<file path="src/rtl/alu_pkg.sv">
// Shared opcode constants, FSM state encoding and counter sizing for the
// multi-cycle ALU.
package alu_pkg;

  typedef enum logic [1:0] {
    IDLE,
    BUSY,
    DONE
  } state_t;

  typedef enum logic [1:0] {
    IT_SLL,
    IT_SRL,
    IT_SRA,
    IT_MUL
  } iter_op_t;

  localparam logic [3:0] OP_AND = 4'b0000;
  localparam logic [3:0] OP_OR  = 4'b0001;
  localparam logic [3:0] OP_ADD = 4'b0010;
  localparam logic [3:0] OP_XOR = 4'b0011;
  localparam logic [3:0] OP_SLL = 4'b0100;
  localparam logic [3:0] OP_SRL = 4'b0101;
  localparam logic [3:0] OP_SUB = 4'b0110;
  localparam logic [3:0] OP_SLT = 4'b0111;
  localparam logic [3:0] OP_MUL = 4'b1000;
  localparam logic [3:0] OP_SRA = 4'b1101;

  // Counter must hold WIDTH itself (multiply step count), hence the +1.
  function automatic int unsigned cnt_width(input int unsigned w);
    return $clog2(w) + 1;
  endfunction

endpackage

</file>
<file path="src/rtl/alu_iter.sv">
// Iterative shift / shift-add multiply datapath for alu_mc.
// Multiplier registers and the b port exist only with ALU_MC_MUL_EN defined.
module alu_iter
  import alu_pkg::*;
#(
  parameter int unsigned WIDTH = 64
) (
  input  logic                     clk,
  input  logic                     reset,
  input  logic                     start,
  input  iter_op_t                 op,
  input  logic [WIDTH-1:0]         a,
`ifdef ALU_MC_MUL_EN
  input  logic [WIDTH-1:0]         b,
`endif
  input  logic [$clog2(WIDTH)-1:0] shamt,
  output logic                     last,
  output logic [WIDTH-1:0]         result
);

  localparam int unsigned CW = cnt_width(WIDTH);

  logic [WIDTH-1:0] acc;
  logic [CW-1:0]    cnt;
  logic             sign;
  iter_op_t         op_q;
  logic [WIDTH-1:0] step;

`ifdef ALU_MC_MUL_EN
  logic [WIDTH-1:0] mcand;
  logic [WIDTH-1:0] mplier;
`endif

  always_comb begin
    step = acc;
    case (op_q)
      IT_SLL:  step = {acc[WIDTH-2:0], 1'b0};
      IT_SRL:  step = {1'b0, acc[WIDTH-1:1]};
      IT_SRA:  step = {sign, acc[WIDTH-1:1]};
`ifdef ALU_MC_MUL_EN
      IT_MUL:  step = acc + (mplier[0] ? mcand : '0);
`endif
      default: step = acc;
    endcase
  end

  // result is the value after the step taken on the edge where last is high
  assign last   = (cnt == CW'(1));
  assign result = step;

  always_ff @(posedge clk) begin
    if (reset) begin
      acc  <= '0;
      cnt  <= '0;
      sign <= 1'b0;
      op_q <= IT_SLL;
`ifdef ALU_MC_MUL_EN
      mcand  <= '0;
      mplier <= '0;
`endif
    end else if (start) begin
      op_q <= op;
      sign <= a[WIDTH-1];
`ifdef ALU_MC_MUL_EN
      mcand  <= a;
      mplier <= b;
      acc    <= (op == IT_MUL) ? '0 : a;
      cnt    <= (op == IT_MUL) ? CW'(WIDTH) : CW'(shamt);
`else
      acc <= a;
      cnt <= CW'(shamt);
`endif
    end else if (cnt != '0) begin
      acc <= step;
      cnt <= cnt - CW'(1);
`ifdef ALU_MC_MUL_EN
      mcand  <= mcand << 1;
      mplier <= mplier >> 1;
`endif
    end
  end

endmodule

</file>
<file path="src/rtl/alu_mc.sv">
// Multi-cycle ALU: single-cycle logic/arith ops, iterative shifts and an
// optional iterative multiplier (enabled by defining ALU_MC_MUL_EN).
module alu_mc
  import alu_pkg::*;
#(
  parameter int unsigned WIDTH = 64
) (
  input  logic             clk,
  input  logic             reset,
  input  logic             in_valid,
  output logic             in_ready,
  input  logic [WIDTH-1:0] rs1,
  input  logic [WIDTH-1:0] rs2,
  input  logic [3:0]       ALUcontrol,
  output logic             out_valid,
  input  logic             out_ready,
  output logic [WIDTH-1:0] out,
  output logic             zero,
  output logic             illegal
);

  localparam int unsigned SW = $clog2(WIDTH);

  state_t           state;
  logic             accept;
  logic [WIDTH-1:0] fast_res;
  logic             fast_ill;
  logic             need_iter;
  iter_op_t         iter_op;
  logic [SW-1:0]    shamt;
  logic             iter_last;
  logic [WIDTH-1:0] iter_res;

  assign in_ready = (state == IDLE);
  assign accept   = in_valid && in_ready;
  assign shamt    = rs2[SW-1:0];

  // Shifts by zero complete immediately with rs1 as the result.
  always_comb begin
    fast_res  = '0;
    fast_ill  = 1'b0;
    need_iter = 1'b0;
    iter_op   = IT_SLL;
    case (ALUcontrol)
      OP_ADD: fast_res = rs1 + rs2;
      OP_SUB: fast_res = rs1 - rs2;
      OP_AND: fast_res = rs1 & rs2;
      OP_OR:  fast_res = rs1 | rs2;
      OP_XOR: fast_res = rs1 ^ rs2;
      OP_SLT: fast_res = WIDTH'($signed(rs1) < $signed(rs2));
      OP_SLL: begin fast_res = rs1; iter_op = IT_SLL; need_iter = (shamt != '0); end
      OP_SRL: begin fast_res = rs1; iter_op = IT_SRL; need_iter = (shamt != '0); end
      OP_SRA: begin fast_res = rs1; iter_op = IT_SRA; need_iter = (shamt != '0); end
`ifdef ALU_MC_MUL_EN
      OP_MUL: begin iter_op = IT_MUL; need_iter = 1'b1; end
`endif
      default: fast_ill = 1'b1;
    endcase
  end

  alu_iter #(.WIDTH(WIDTH)) u_iter (
    .clk    (clk),
    .reset  (reset),
    .start  (accept && need_iter),
    .op     (iter_op),
    .a      (rs1),
`ifdef ALU_MC_MUL_EN
    .b      (rs2),
`endif
    .shamt  (shamt),
    .last   (iter_last),
    .result (iter_res)
  );

  always_ff @(posedge clk) begin
    if (reset) begin
      state     <= IDLE;
      out_valid <= 1'b0;
      out       <= '0;
      zero      <= 1'b0;
      illegal   <= 1'b0;
    end else begin
      case (state)
        IDLE: begin
          if (accept) begin
            if (need_iter) begin
              state <= BUSY;
            end else begin
              state     <= DONE;
              out_valid <= 1'b1;
              out       <= fast_res;
              zero      <= (fast_res == '0);
              illegal   <= fast_ill;
            end
          end
        end
        BUSY: begin
          if (iter_last) begin
            state     <= DONE;
            out_valid <= 1'b1;
            out       <= iter_res;
            zero      <= (iter_res == '0);
            illegal   <= 1'b0;
          end
        end
        DONE: begin
          if (out_ready) begin
            state     <= IDLE;
            out_valid <= 1'b0;
            out       <= '0;
            zero      <= 1'b0;
            illegal   <= 1'b0;
          end
        end
        default: state <= IDLE;
      endcase
    end
  end

endmodule

</file>
<file path="config.mk">
export PLATFORM = sky130hd
export DESIGN_NAME = alu_mc
export DESIGN_NICKNAME = d
export VERILOG_FILES = /design/src/rtl/alu_pkg.sv /design/src/rtl/alu_iter.sv /design/src/rtl/alu_mc.sv
export SDC_FILE = /design/constraint.sdc
export NUM_CORES = 1
export LEC_CHECK = 0
export CAP_MARGIN = 20
export CELL_PAD_IN_SITES_DETAIL_PLACEMENT = 0
export CELL_PAD_IN_SITES_GLOBAL_PLACEMENT = 2
export CORE_UTILIZATION = 34
export DETAILED_ROUTE_END_ITERATION = 8
export PLACE_DENSITY = 0.86
export SKIP_LAST_GASP = 1
export SLEW_MARGIN = 20
export SYNTH_ARGS = -nofsm -noshare
export SYNTH_HDL_FRONTEND = slang
export SYNTH_HIERARCHICAL = 1
export SYNTH_SLANG_ARGS = --single-unit
export TNS_END_PERCENT = 50
</file>
<file path="constraint.sdc">
create_clock -name clk -period 4.2 [get_ports clk]
set_input_delay 0.42 -clock clk [delete_from_list [all_inputs] [get_ports clk]]
set_output_delay 0.42 -clock clk [all_outputs]
set_load 0.01 [all_outputs]
</file>
==> key figures <==
Timing
  – Setup ws final: -0.189 ns
  – Setup violations, final: 2
  – Period utilization: 105%
  – Slew @ Worst Pin: roughly 1 ns
  – RSZ-0062 raised after global routing: true
  – Final Hold Viols: 0
  – Slew headroom: 32.2%
  – Fmax: 0.228 GHz
  – Final Max Slew Viols: 0
  – Skew final: ~0.016 ns
  – Tmin final: roughly 4.4 ns

Layout
  – Layout cells sized above 1: roughly 28%
  – Fill cells: between 6000 and 7000
  – Non-filler cells, final: about 4800
  – Design area: approximately 0.032 sq mm
  – Final net count: 4269
  – # diodes: 0
  – Core Util, Final: 51.0%
  – Area of the multi-input gates: 0.0180 sq mm
  – Area grow syn2layout: 48.3%
  – Sequential cell area: between 0.002 and 0.003 sq mm

Floorplanning
  – Die X: between 200 and 300 um
  – Core area: 0.0629 sq mm
  – FP Rows: between 90 and 100
  – Die ar.: 0.0645 sq mm
  – Num ports: approximately 200
  – Die Y: 254 um
  – Initial core utilization: between 30% and 40%

Global route
  – Initial antenna violation count: 1
  – Gr ovfl total: 0
  – First-pass GRT wire length: 170 mm
  – GRT Overall Usage: 34.3%
  – Vias in the first global route: around 28000
  – Largest net degree at the start of global routing: approximately 210

Logic synthesis
  – Synthesized net count: 3407
  – Seq cells post-synth: ~140
  – Post-synthesis sequential area ratio: a little over an eighth
  – Synth area leader: dfxtp_1
  – Number of distinct library cells after synthesis: ~110
  – Post-synthesis instance area: 0.0216 sq mm
  – Asr flop ratio synth: 0%
  – Post-synth EDFFs: 0
  – Mapped Cells: just over 3000
  – Ys Warns: 6
  – Ys flop type: dfxtp_1
  – Synth area leaders: dfxtp_1, ha_1, mux2i_1, nor2_1, a21oi_1
  – Top-area cell type share of the netlist area: about an eighth
  – Mapped Avg Cell Area: ~7.1 sq um

Worst setup path
  – CP endpoint kind: flip-flop
  – Family with the most delay on the worst path: simple AND/OR/NAND/NOR gates
  – Critical path endpoint: zero
  – R2R setup slack: -0.19 ns
  – Slowest stage cell, crit path: or4_4
  – Biggest cell delay along the critical path: 0.55 ns
  – WP data required: 4.57 ns
  – Worst setup SP type: flip-flop
  – Critical path depth in cells: 17
  – Reg2reg start: u_iter/cnt[5]
  – Worst Path Arrival: roughly 4.8 ns
  – WP buf/inv: 2
  – RR Endpoint: zero
  – Most used cell, CP: nor4_2
  – Crit path cell chain: or4_4 -> nor3b_2 -> nor2b_1 -> nor4_2 -> buf_4 -> o21ai_2 -> nor4_2 -> buf_4 -> nand4_1 -> a2111oi_2 -> nand4b_1 -> nor4_2 -> and4_4 -> and4_1 -> nand4_1 -> or3_1 -> o32ai_2
  – Worst-path fanout max: 3
  – Cell depth of the worst flop-to-flop path: 17
  – Kind of critical path: reg -> reg
  – CP startpoint: u_iter/cnt[5]

Clock tree
  – Clock root buffer: clkbuf_16
  – Clock sink total: approximately 140
  – Max clock buf depth: 2
  – TritonCTS buffer count: 17
  – CTS tree: done
  – Htree depth: 4
  – Worst-Skew Late Latency: around 0.46 ns
  – Worst-path clk slew: approximately 0.070 ns
  – CTS Hold Bufs: 0

Route
  – Remaining DRCs: 0
  – Vias: slightly below 30000
  – First-pass DRT Iterations: 8
  – Vias/cell: 6.14
  – Violation count after the first detailed-route iteration: approximately 3700
  – Detailed Route WL: roughly 120 mm
  – Final ANT Viol Nets: 0
  – DR WL/cell: 24.1 um

Placement
  – DP Area: 0.0301 sq mm
  – Detail Placement HPWL: 90.7 mm
  – Final Wtd Congestion: approximately 1.1
  – PortBufs: 203
  – Dpl cells: 4719

Pwr
  – Peak supply drop: around 0.38 mV
  – Leak: 13.5 nW
  – Pwr/cell area: 272 mW/mm^2

Worst hold path
  – HP Class: reg -> reg

Outcome
  – Failing checks: negative setup slack
  – Outcome: finished, violations left

Run
  – Max Cap Viol: 0
[cells in the mapped netlist (8+ instances only)]
cell type  instances
nor3b_1           61
o221ai_1          35
buf_1             20
o311ai_0           8
nand3_1           63
a22oi_1           14
o22ai_1           15
inv_1            209
o31ai_1           60
buf_2             51
a211o_1           15
clkbuf_1         140
nor4_1            85
nor2_1           318
a221oi_1          45
nand2b_1          24
o21ai_0          150
mux2i_1          173
o2111ai_1         12
buf_4             10
a21oi_1          235
o21a_1            18
or3_1             27
and2_1            13
nand2_1          302
nor2b_1           26
nand4_1           45
a21boi_0          10
ha_1             207
a311oi_1          15
a211oi_1          37
o31a_1            10
a21o_1            30
nor3_1            61
a31oi_1           34
xnor2_1           19
o21bai_1          23
o221a_2           11
a221o_1           56
o211ai_1          68
o211a_1            8
and3_1             9
dfxtp_1          143
or4_1             11
[report_power, final]
group | internal (mW) | switching [mW] | total, mW | leakage (nW)
registers | 1.57 | 0.164 | 1.73 | 1.17
clock network | 0.894 | 0.726 | 1.62 | 0.289
logic | 2.28 | 3.08 | 5.36 | 12.0
[logic make-up (layout without fill, tap and decap cells)]
| family | Yosys count | after routing | share of synthesized area, % |
|---|---|---|---|
| and+or+nand+nor | 1087 | 1087 | 24.6 |
| AOI/OAI and AO/OA | 989 | 989 | 32.6 |
| buffers and inverters | 437 | 1312 | 8.31 |
| adders and majority gates | 209 | 209 | 12.2 |
| muxes | 176 | 176 | 8.18 |
| DFF | 143 | 143 | 13.3 |
| xor gates and xnor gates | 21 | 21 | 0.852 |
[tightest hold or removal path, stage by stage, from the launching register on]
cell     delay (ns)
dfxtp_1        0.31
nand2_1        0.05
a21oi_1        0.05
[final cells by class]
type	count	area share [%]
Multi-Input combinational cell	2482	56.1
Timing Repair Buffer	1071	27.3
Sequential cell	143	8.96
Tap cell	846	3.31
Inverter	209	2.45
Clock buffer	17	1.33
Clock inverter	15	0.539
[worst min-delay path by stage]
stage | endpoint | depth (start not counted) | from
floorplan | u_iter/sign | 2 | u_iter/sign
global placement | u_iter/sign | 2 | u_iter/sign
detailed placement | out[14] | 2 | out[14]
CTS | out[14] | 2 | out[14]
global route | out[14] | 2 | out[14]
finish | out[14] | 2 | out[14]
[sequential cells by signal, indices dropped and copies added, names as in the netlist]
signal	flops
illegal	1
out	64
state	2
zero	1
u_iter/cnt	7
u_iter/acc	64
u_iter/sign	1
u_iter/op_q	2
out_valid	1
[metal layers]
layer  track usage [%]  share of wire [%]  vias up
li1                  -                  -    13100
met3              6.63                 10      471
met5                 0                  0        -
met2              52.1                 42     1807
met1              45.3                 41    14000
met4              19.0                6.7        0
[what timing repair did]
| item | 4_1_cts | 5_1_grt |
|---|---|---|
| endpoints found under the setup margin | 24 | 26 |
| buffers inserted | 9 | 24 |
| pin swaps | 28 | 51 |
| resized for setup | 74 | 157 |
[through the flow]
step | hold slack, ns | setup WS [ns] | setup TNS, ns | power (mW)
after floorplan | 0.443 | 0.339 | 0 | 4.21
after global placement | 0.452 | -0.982 | -18.83 | 6.60
after detailed placement | 0.465 | -1.03 | -21.51 | 6.71
after CTS | 0.472 | -0.140 | -0.140 | 8.41
after global routing | 0.498 | -0.466 | -0.777 | 9.07
final | 0.464 | -0.189 | -0.209 | 8.72
[cell usage in the layout, fill, tap and decap left out, types with 55 or more instances in the layout]
cell type,n
a21oi_1,221
a221o_1,56
buf_4,850
clkdlybuf4s50_1,181
dfxtp_1,141
ha_1,175
inv_1,195
mux2i_1,173
nand2_1,299
nand3_1,63
nor2_1,308
nor3_1,56
nor3b_1,59
nor4_1,69
o211ai_1,68
o21ai_0,135
o31ai_1,55
Note: power is estimated with default switching activity, not from simulation.
